$ cat config.mk
export PLATFORM = sky130hd
export DESIGN_NAME = riscv_core_mul_iter
export DESIGN_NICKNAME = d
export VERILOG_FILES = /design/src/rtl/riscv_core_mul_iter.sv
export SDC_FILE = /design/constraint.sdc
export NUM_CORES = 1
export LEC_CHECK = 0
export BUFFER_PORTS_ARGS = -buffer_cell sky130_fd_sc_hd__clkbuf_2
export CORE_MARGIN = 4
export CORE_UTILIZATION = 46
export DETAILED_ROUTE_END_ITERATION = 12
export RECOVER_POWER = 25
export SLEW_MARGIN = 20
export SYNTH_ARGS = -nofsm -noshare
export SYNTH_HDL_FRONTEND = slang
export SYNTH_SLANG_ARGS = --single-unit
$ cat constraint.sdc
create_clock -name i_clk -period 6.6 [get_ports i_clk]
set_clock_uncertainty 0.2 [all_clocks]
set_input_delay 0.33 -clock i_clk [delete_from_list [all_inputs] [get_ports i_clk]]
set_output_delay 0.33 -clock i_clk [all_outputs]
set_load 0.02 [all_outputs]
$ cat src/rtl/riscv_core_mul_iter.sv
// riscv_core_mul_iter: iterative RV32M/RV64M shift-add multiplier (MUL/MULH/MULHSU/MULHU), optional RISCV_CORE_MUL_ZERO_SKIP_EN.
module riscv_core_mul_iter #(
  parameter int XLEN = 32,
  parameter int BITS_PER_CYCLE = 1
) (
  input  logic            i_clk,
  input  logic            i_rst,
  input  logic            i_flush,
  input  logic            i_valid,
  output logic            o_ready,
  input  logic [1:0]      i_control,
  input  logic [XLEN-1:0] i_srcA,
  input  logic [XLEN-1:0] i_srcB,
  output logic            o_valid,
  input  logic            i_ready,
  output logic [XLEN-1:0] o_result,
  output logic            o_busy
);
  localparam int N = XLEN / BITS_PER_CYCLE;
  localparam int CW = (N > 1) ? $clog2(N) : 1;
  typedef enum logic [1:0] {IDLE, CALC, DONE} state_t;
  state_t state, state_nxt;
  logic [CW-1:0] cnt;
  logic [2*XLEN-1:0] acc, mcand, acc_nxt, prod;
  logic [XLEN-1:0] mplier, mag_a, mag_b;
  logic [1:0] ctrl;
  logic neg, neg_a, neg_b, accept, zero;
  assign o_ready = state == IDLE;
  assign o_valid = state == DONE;
  assign o_busy = state != IDLE;
  assign accept = i_valid & o_ready & ~i_flush;
  assign neg_a = (i_control != 2'b11) & i_srcA[XLEN-1];
  assign neg_b = ~i_control[1] & i_srcB[XLEN-1];
  assign mag_a = neg_a ? -i_srcA : i_srcA;
  assign mag_b = neg_b ? -i_srcB : i_srcB;
  assign acc_nxt = acc + mcand * {{(2*XLEN-BITS_PER_CYCLE){1'b0}}, mplier[BITS_PER_CYCLE-1:0]};
  assign prod = neg ? -acc_nxt : acc_nxt;
`ifdef RISCV_CORE_MUL_ZERO_SKIP_EN
  assign zero = (i_srcA == '0) | (i_srcB == '0);
`else
  assign zero = 1'b0;
`endif
  always_comb begin
    state_nxt = state;
    if (i_flush) state_nxt = IDLE;
    else if (accept) state_nxt = zero ? DONE : CALC;
    else if (state == CALC && cnt == '0) state_nxt = DONE;
    else if (state == DONE && i_ready) state_nxt = IDLE;
  end
  always_ff @(posedge i_clk) state <= i_rst ? IDLE : state_nxt;
  // multiplicand walks left while the multiplier walks right, so each step adds at the right weight
  always_ff @(posedge i_clk) begin
    if (i_rst) begin
      cnt <= '0;
      acc <= '0;
      mcand <= '0;
      mplier <= '0;
      ctrl <= '0;
      neg <= 1'b0;
      o_result <= '0;
    end else if (accept) begin
      cnt <= CW'(N - 1);
      acc <= '0;
      mcand <= {{XLEN{1'b0}}, mag_a};
      mplier <= mag_b;
      ctrl <= i_control;
      neg <= neg_a ^ neg_b;
      if (zero) o_result <= '0;
    end else if (state == CALC && !i_flush) begin
      cnt <= cnt - CW'(1);
      acc <= acc_nxt;
      mcand <= mcand << BITS_PER_CYCLE;
      mplier <= mplier >> BITS_PER_CYCLE;
      if (cnt == '0) o_result <= (ctrl == 2'b00) ? prod[XLEN-1:0] : prod[2*XLEN-1:XLEN];
    end
  end
endmodule

==> flow_summary.yaml, run 1 <==
run_status:
  status: "finished, violations left"
  violations: "capacitance limit, slew limit"
clock_network:
  clock-sinks: 202
  cts_buffers: 24
  clock_latency_ps: 550
  clk_pin_slew_ps: 60
  cts_tree: "done"
  ctsResizeCount: 0
  clock_path_buffers: 3
  cts_root_buf: "clkbuf_16"
  h-tree-depth: 1
setup_path:
  reg2reg_from: "mplier[0]$_SDFFE_PP0P_"
  r2r-end: "o_result[31]$_SDFFE_PP0P_"
  cp-end-kind: "register"
  endpoint: "o_result[31]$_SDFFE_PP0P_"
  crit_top_cell: "buf_4"
  cp_max_fo: 65
  cpPeakStageDelay_ps: 660
  slowest_stage: "or4_1"
  arrival_ps: 6280
  rr_worst_depth: 18
  required_ps: 6850
  worstSetupStartpoint: "mplier[0]$_SDFFE_PP0P_"
  crit_path_cell_trace: "buf_4 -> and2_1 -> ha_1 -> inv_1 -> fa_1 -> nor2b_4 -> o31a_1 -> o21ai_1 -> a31oi_2 -> nand2b_1 -> a311oi_1 -> or4_1 -> nand4b_1 -> buf_4 -> nor2_1 -> nand4_1 -> o211a_1 -> a211oi_1"
  worstSetupStartpointType: "register"
  crit_type: "reg2reg"
  rrSetupSlack_ps: 560
synthesis:
  synth_most_common_cell: "nand2_1"
  synth_nets: 2463
  synthCells: 2323
  syn_area_per_cell_um2: 6.97
  ys_types: 88
  synth_ff_type: "dfxtp_1"
  netlist_top_cells_area: "dfxtp_1 25%, nand2_1 10%, a21oi_1 8.8%, ha_1 5.3%, nor2_1 4.9%"
  yosysSeqAreaShare: 0.250
  synth_commonest_cells: "435 x nand2_1, 285 x a21oi_1, 210 x nor2_1"
  yosysTopAreaCellShare: 0.250
  ys_warn_count: 0
  ys_ff_latch: 202
  synth_edf_count: 0
  synth_top_cell_by_area: "dfxtp_1"
  synthArstFlopShare: 0
  synth_area_mm2: 0.0162
die:
  initial_utilization: 0.468
  fp.dieH_um: 196
  die_area_mm2: 0.0383
  die_x_um: 196
  core-area_mm2: 0.0346
  fp-row-count: 68
  io_pins: 106
sta:
  fin_crit_ps: 6040
  final.setup.tns_ps: 0
  finalCritPeriodShare: 0.915
  clock.fmax_mhz: 166
  max-slew-margin-rel: -0.957
  worstMarginPinSlew_ps: 2940
  slew_violations: 167
  finalHoldViolations: 0
  finalSetupViolations: 0
  rsz0062_at_grt: "no"
finish:
  nNetsFinal: 2529
  postLayoutCoreUtil: 0.529
  ff_latch_area_mm2: 0.00405
  multi_input_area_mm2: 0.0114
  fillCellCount: 3523
  fin_cells: 2861
  final_layout_size_suffix_gt1_frac: 0.0781
  synthToLayoutAreaGrowth_pct: 13.1
  antennaDiodeCount: 0
grt:
  grt_max_degree: 71
  grt_pass1_vias: 16700
  grt_overflow: 0
  grt_util_all_layers: 0.293
  antenna_found_initial: 0
  grt_pass1_wl_um: 92400
route:
  wl_per_cell_um: 20.5
  drt_iter0_drc: 1567
  ant_nets: 0
  dr.pass1.iters: 6
  drcViolationCount: 0
  viasPerCell: 6.15
  routed_wl_um: 58600
  num_vias: 17600
power_and_ir_drop:
  peakVddDrop_mv: 0.212
  p_per_area_mw_per_mm2: 173
  p_leak_uw: 0.00689
  total_power_uw: 3170
placed_design:
  hpwlAfterDp_um: 44400
  finalWeightedCongestion: 0.975
  numPortBuffers: 105
  dp_cells: 2756
flow_run:
  cap_violations: 3
min_path:
  hold_path_class: "in2reg"
[critical path: cells and delay by family (launching register included)]
kind,cells,cell delay [ps]
AOI/OAI and AO/OA,6,1850
buffers and inverters,3,780
adders and majority gates,2,630
and+or+nand+nor,7,2140
DFF,1,300
[registers in the layout (all words and copies together), names as in the netlist]
register and cells:
mplier 32, mcand 64, acc 64, ctrl 2, o_result 32, cnt 5, neg 1, state 2
[report_power, final]
part	internal, uW	switching [uW]	leakage (uW)	total (uW)
combinational	178	301	0.00484	479
clock	843	564	0.000410	1410
sequential	1250	28.1	0.00164	1280
[how the worst min path moves through the flow]
stage	from	endpoint	slack, ps	cells past startpoint
after global routing	i_srcA[23]	mcand[23]$_SDFFE_PP0P_	20	4
after CTS	i_valid	state[0]$_SDFFE_PP0P_	2	4
after floorplan	mcand[63]$_SDFFE_PP0P_	mcand[63]$_SDFFE_PP0P_	240	2
after detailed placement	o_result[24]$_SDFFE_PP0P_	o_result[24]$_SDFFE_PP0P_	240	2
after global placement	o_result[24]$_SDFFE_PP0P_	o_result[24]$_SDFFE_PP0P_	230	2
final	i_srcA[23]	mcand[23]$_SDFFE_PP0P_	10	4
[timing repair]
action / 4_1_cts / 5_1_grt
buffers inserted: 0 / 0
hold buffers: 62 / 0
hold endpoints to repair: 61 / 0
[per-layer routing]
| layer | part of all wire | up-vias | GRT usage |
|---|---|---|---|
| met3 | 0.066 | 164 | 0.0409 |
| li1 | - | 8541 | - |
| met4 | 0.049 | 0 | 0.126 |
| met1 | 0.44 | 8221 | 0.392 |
| met2 | 0.45 | 655 | 0.475 |
| met5 | 0 | - | 0 |
[kinds of logic after synthesis]
group,Yosys count,share of synthesized area
AO/OA/AOI/OAI,725,0.288
adder cells (fa/ha/maj),69,0.0538
AND/OR/NAND/NOR,1008,0.292
flip-flops,202,0.250
multiplexers,8,0.00518
XOR/XNOR,119,0.0644
buffers and inverters,192,0.0468
[stage by stage]
stage                     setup WS, ps  hold WS, ps  area (um2)
final                              564         11.2       18300
after global routing               210         23.2       18300
after floorplan                   1570          237       16200
after CTS                          595         1.52       18400
after global placement             615          234       16900
after detailed placement           621          236       16900
[cell usage in the layout (no fill, tap or decap), drive strengths merged, types with 9 or more instances in the layout]
master	synthesis	layout
a211oi	29	29
a21o	21	21
a21oi	286	286
a221oi	10	10
a22oi	34	34
a311oi	41	41
a31oi	21	21
and2	84	84
and3	12	12
buf	21	29
clkbuf	137	140
dfxtp	202	202
dlygate4sd3	0	62
ha	68	68
inv	34	34
nand2	435	435
nand2b	10	10
nand3	30	30
nand4	36	36
nor2	210	210
nor2b	9	9
nor3	58	58
nor4	38	38
o211ai	14	14
o21a	15	15
o21ai	125	125
o21bai	9	9
o221ai	10	10
o31ai	21	21
o41ai	12	12
or2	17	17
or3	24	24
or4	11	11
xnor2	64	64
xor2	55	55
[final cells by class]
cell class,instances,share of cell area
inverter,34,0.00697
clock buffer,33,0.0374
tap,455,0.0311
sequential,202,0.221
clock inverter,10,0.00786
timing repair buffer,198,0.0724
multi-input combinational,1929,0.623
Note: power is estimated with default switching activity, not from simulation.
==> run 2: changes to the inputs <==
ABC_AREA = 1   (was unset)
HOLD_SLACK_MARGIN = 0.15   (was unset)
==> run 2 against run 1 <==
  * The flow still finishes with violations (capacitance limit, slew limit)
  * Register-to-register slack improved by 860 ps
  * Count of clock-buffer cells in the layout increased by 2
  * Routed wire length up 31%
  * Synthesized area grew 17%
  * Flip-flop and latch count is the same
  * Sequential share of layout area shrank 3.6 points
  * Setup slack improved by 640 ps
  * Combinational power grew 35%
  * Total power increased by 14%
==> flow_summary.yaml, run 2 <==
power_and_ir_drop:
  total_power_uw: 3620
  p_leak_uw: 0.0119
  peakVddDrop_mv: 0.181
  p_per_area_mw_per_mm2: 166
clock_network:
  clock-sinks: 202
  cts_buffers: 27
  h-tree-depth: 1
  clk_pin_slew_ps: 60
  clock_path_buffers: 3
  cts_tree: "done"
  cts_setup_buffers: 0
  ctsResizeCount: 0
  clock_latency_ps: 600
  cts_root_buf: "clkbuf_16"
  hold_buffers: 98
die:
  io_pins: 106
  fp.dieH_um: 211
  die_x_um: 211
  fp-row-count: 74
  initial_utilization: 0.464
  die_area_mm2: 0.0445
  core-area_mm2: 0.0408
setup_path:
  cp-end-kind: "register"
  rrSetupSlack_ps: 1420
  rr_worst_depth: 12
  required_ps: 6860
  worstSetupStartpointType: "primary input"
  crit_type: "in2reg"
  arrival_ps: 5660
  cp_max_fo: 55
route:
  num_vias: 22200
  wl_per_cell_um: 18.6
  dr.pass1.iters: 8
  drcViolationCount: 0
  ant_nets: 0
  routed_wl_um: 76700
  viasPerCell: 5.39
  drt_iter0_drc: 2067
synthesis:
  syn_area_per_cell_um2: 5.55
  synth_commonest_cells: "1186 x nand2_1, 606 x inv_1, 242 x nor2_1"
  netlist_top_cells_area: "nand2_1 23%, dfxtp_1 21%, inv_1 12%, nand3_1 5.5%, nor2_1 4.8%"
  synth_area_mm2: 0.0190
  ys_types: 48
  synthArstFlopShare: 0
  ys_warn_count: 0
  synth_edf_count: 0
  yosysTopAreaCellShare: 0.235
  synth_ff_type: "dfxtp_1"
  synth_nets: 3556
  ys_ff_latch: 202
  synth_most_common_cell: "nand2_1"
  yosysSeqAreaShare: 0.213
  synth_top_cell_by_area: "nand2_1"
  synthCells: 3416
finish:
  ff_latch_area_mm2: 0.00405
  reg_top3: "acc: 64 flops, mcand: 64 flops"
  antennaDiodeCount: 0
  nNetsFinal: 3707
  final_common_cell: "nand2_1"
  final_layout_size_suffix_gt1_frac: 0.103
  final_area_mm2: 0.0218
  multi_input_area_mm2: 0.0121
  mostFrequentLayoutCells: "1186 x nand2_1, 606 x inv_1, 238 x nor2_1"
  fillCellCount: 4370
  postLayoutCoreUtil: 0.535
  synthToLayoutAreaGrowth_pct: 15.2
placed_design:
  placed_area_mm2: 0.0199
  numPortBuffers: 105
  finalWeightedCongestion: 1.02
  hpwlAfterDp_um: 60400
run_status:
  violations: "capacitance limit, slew limit"
  status: "finished, violations left"
sta:
  final.setup.tns_ps: 0
  finalCritPeriodShare: 0.818
  fin_crit_ps: 5400
  max-slew-margin-rel: -1.11
  clock.fmax_mhz: 185
  finalSetupViolations: 0
  hold_slack_ps: 271
  rsz0062_at_grt: "no"
  slew_violations: 200
  worstMarginPinSlew_ps: 3170
  finalHoldViolations: 0
grt:
  grt_pass1_wl_um: 118000
  grt_overflow: 0
  grt_pass1_vias: 20900
  grt_util_all_layers: 0.335
  grt_max_degree: 88
  antenna_found_initial: 1
min_path:
  min_path_cells: 2
  hold_path_class: "reg2reg"
flow_run:
  cap_violations: 4
## run 2: final cells by class
cell class	count	share of cell area
Clock buffer	35	0.0346
Clock inverter	14	0.0110
Inverter	648	0.111
Multi-Input combinational cell	2465	0.554
Sequential cell	202	0.185
Tap cell	532	0.0305
Timing Repair Buffer	223	0.0731
## run 2: cells by family after synthesis
kind of cell,Yosys count,share of synthesized area
simple gates,1906,0.443
xor+xnor,9,0.00416
buf+inv,749,0.149
fa+ha+maj,69,0.0459
flops,202,0.213
compound gates,481,0.145
## run 2: final timing paths
| check | start | end |
|---|---|---|
| worst min register to register | mplier[31]$_SDFFE_PP0P_ | mplier[31]$_SDFFE_PP0P_ |
| worst max-delay path | i_flush | mcand[5]$_SDFFE_PP0P_ |
| worst min-delay path | mplier[31]$_SDFFE_PP0P_ | mplier[31]$_SDFFE_PP0P_ |
| worst max register to register | state[0]$_SDFFE_PP0P_ | mcand[5]$_SDFFE_PP0P_ |
## run 2: stage by stage
step | worst slack [ps] | cells
CTS | 1690 | 4119
detailed placement | 1730 | 3972
global placement | 1800 | 3972
global route | 739 | 4119
finish | 1200 | 4119
floorplan | 2940 | 3416
## run 2: power by group
group          total, uW  switching [uW]  internal [uW]
clock               1680             637           1040
sequential          1290            35.9           1260
combinational        646             425            221
## run 2: critical path, cell delays in order
cell	delay, ps
dlygate4sd3_1	530
clkbuf_1	220
inv_1	130
nand3_1	100
clkbuf_1	1800
inv_2	-20
buf_4	400
nor2_2	410
buf_4	330
clkinv_1	360
o21ai_0	280
a31oi_1	50
dlygate4sd3_1	570
nor2_1	110
## run 2: metal layers
| metal | routed length, um | share of wire | track usage | vias up |
|---|---|---|---|---|
| met5 | 12 | 0.00016 | 0 | - |
| met4 | 3720 | 0.049 | 0.133 | 2 |
| met3 | 6680 | 0.087 | 0.0642 | 167 |
| met2 | 32700 | 0.43 | 0.523 | 920 |
| met1 | 33500 | 0.44 | 0.456 | 10100 |
| li1 | - | - | - | 11000 |
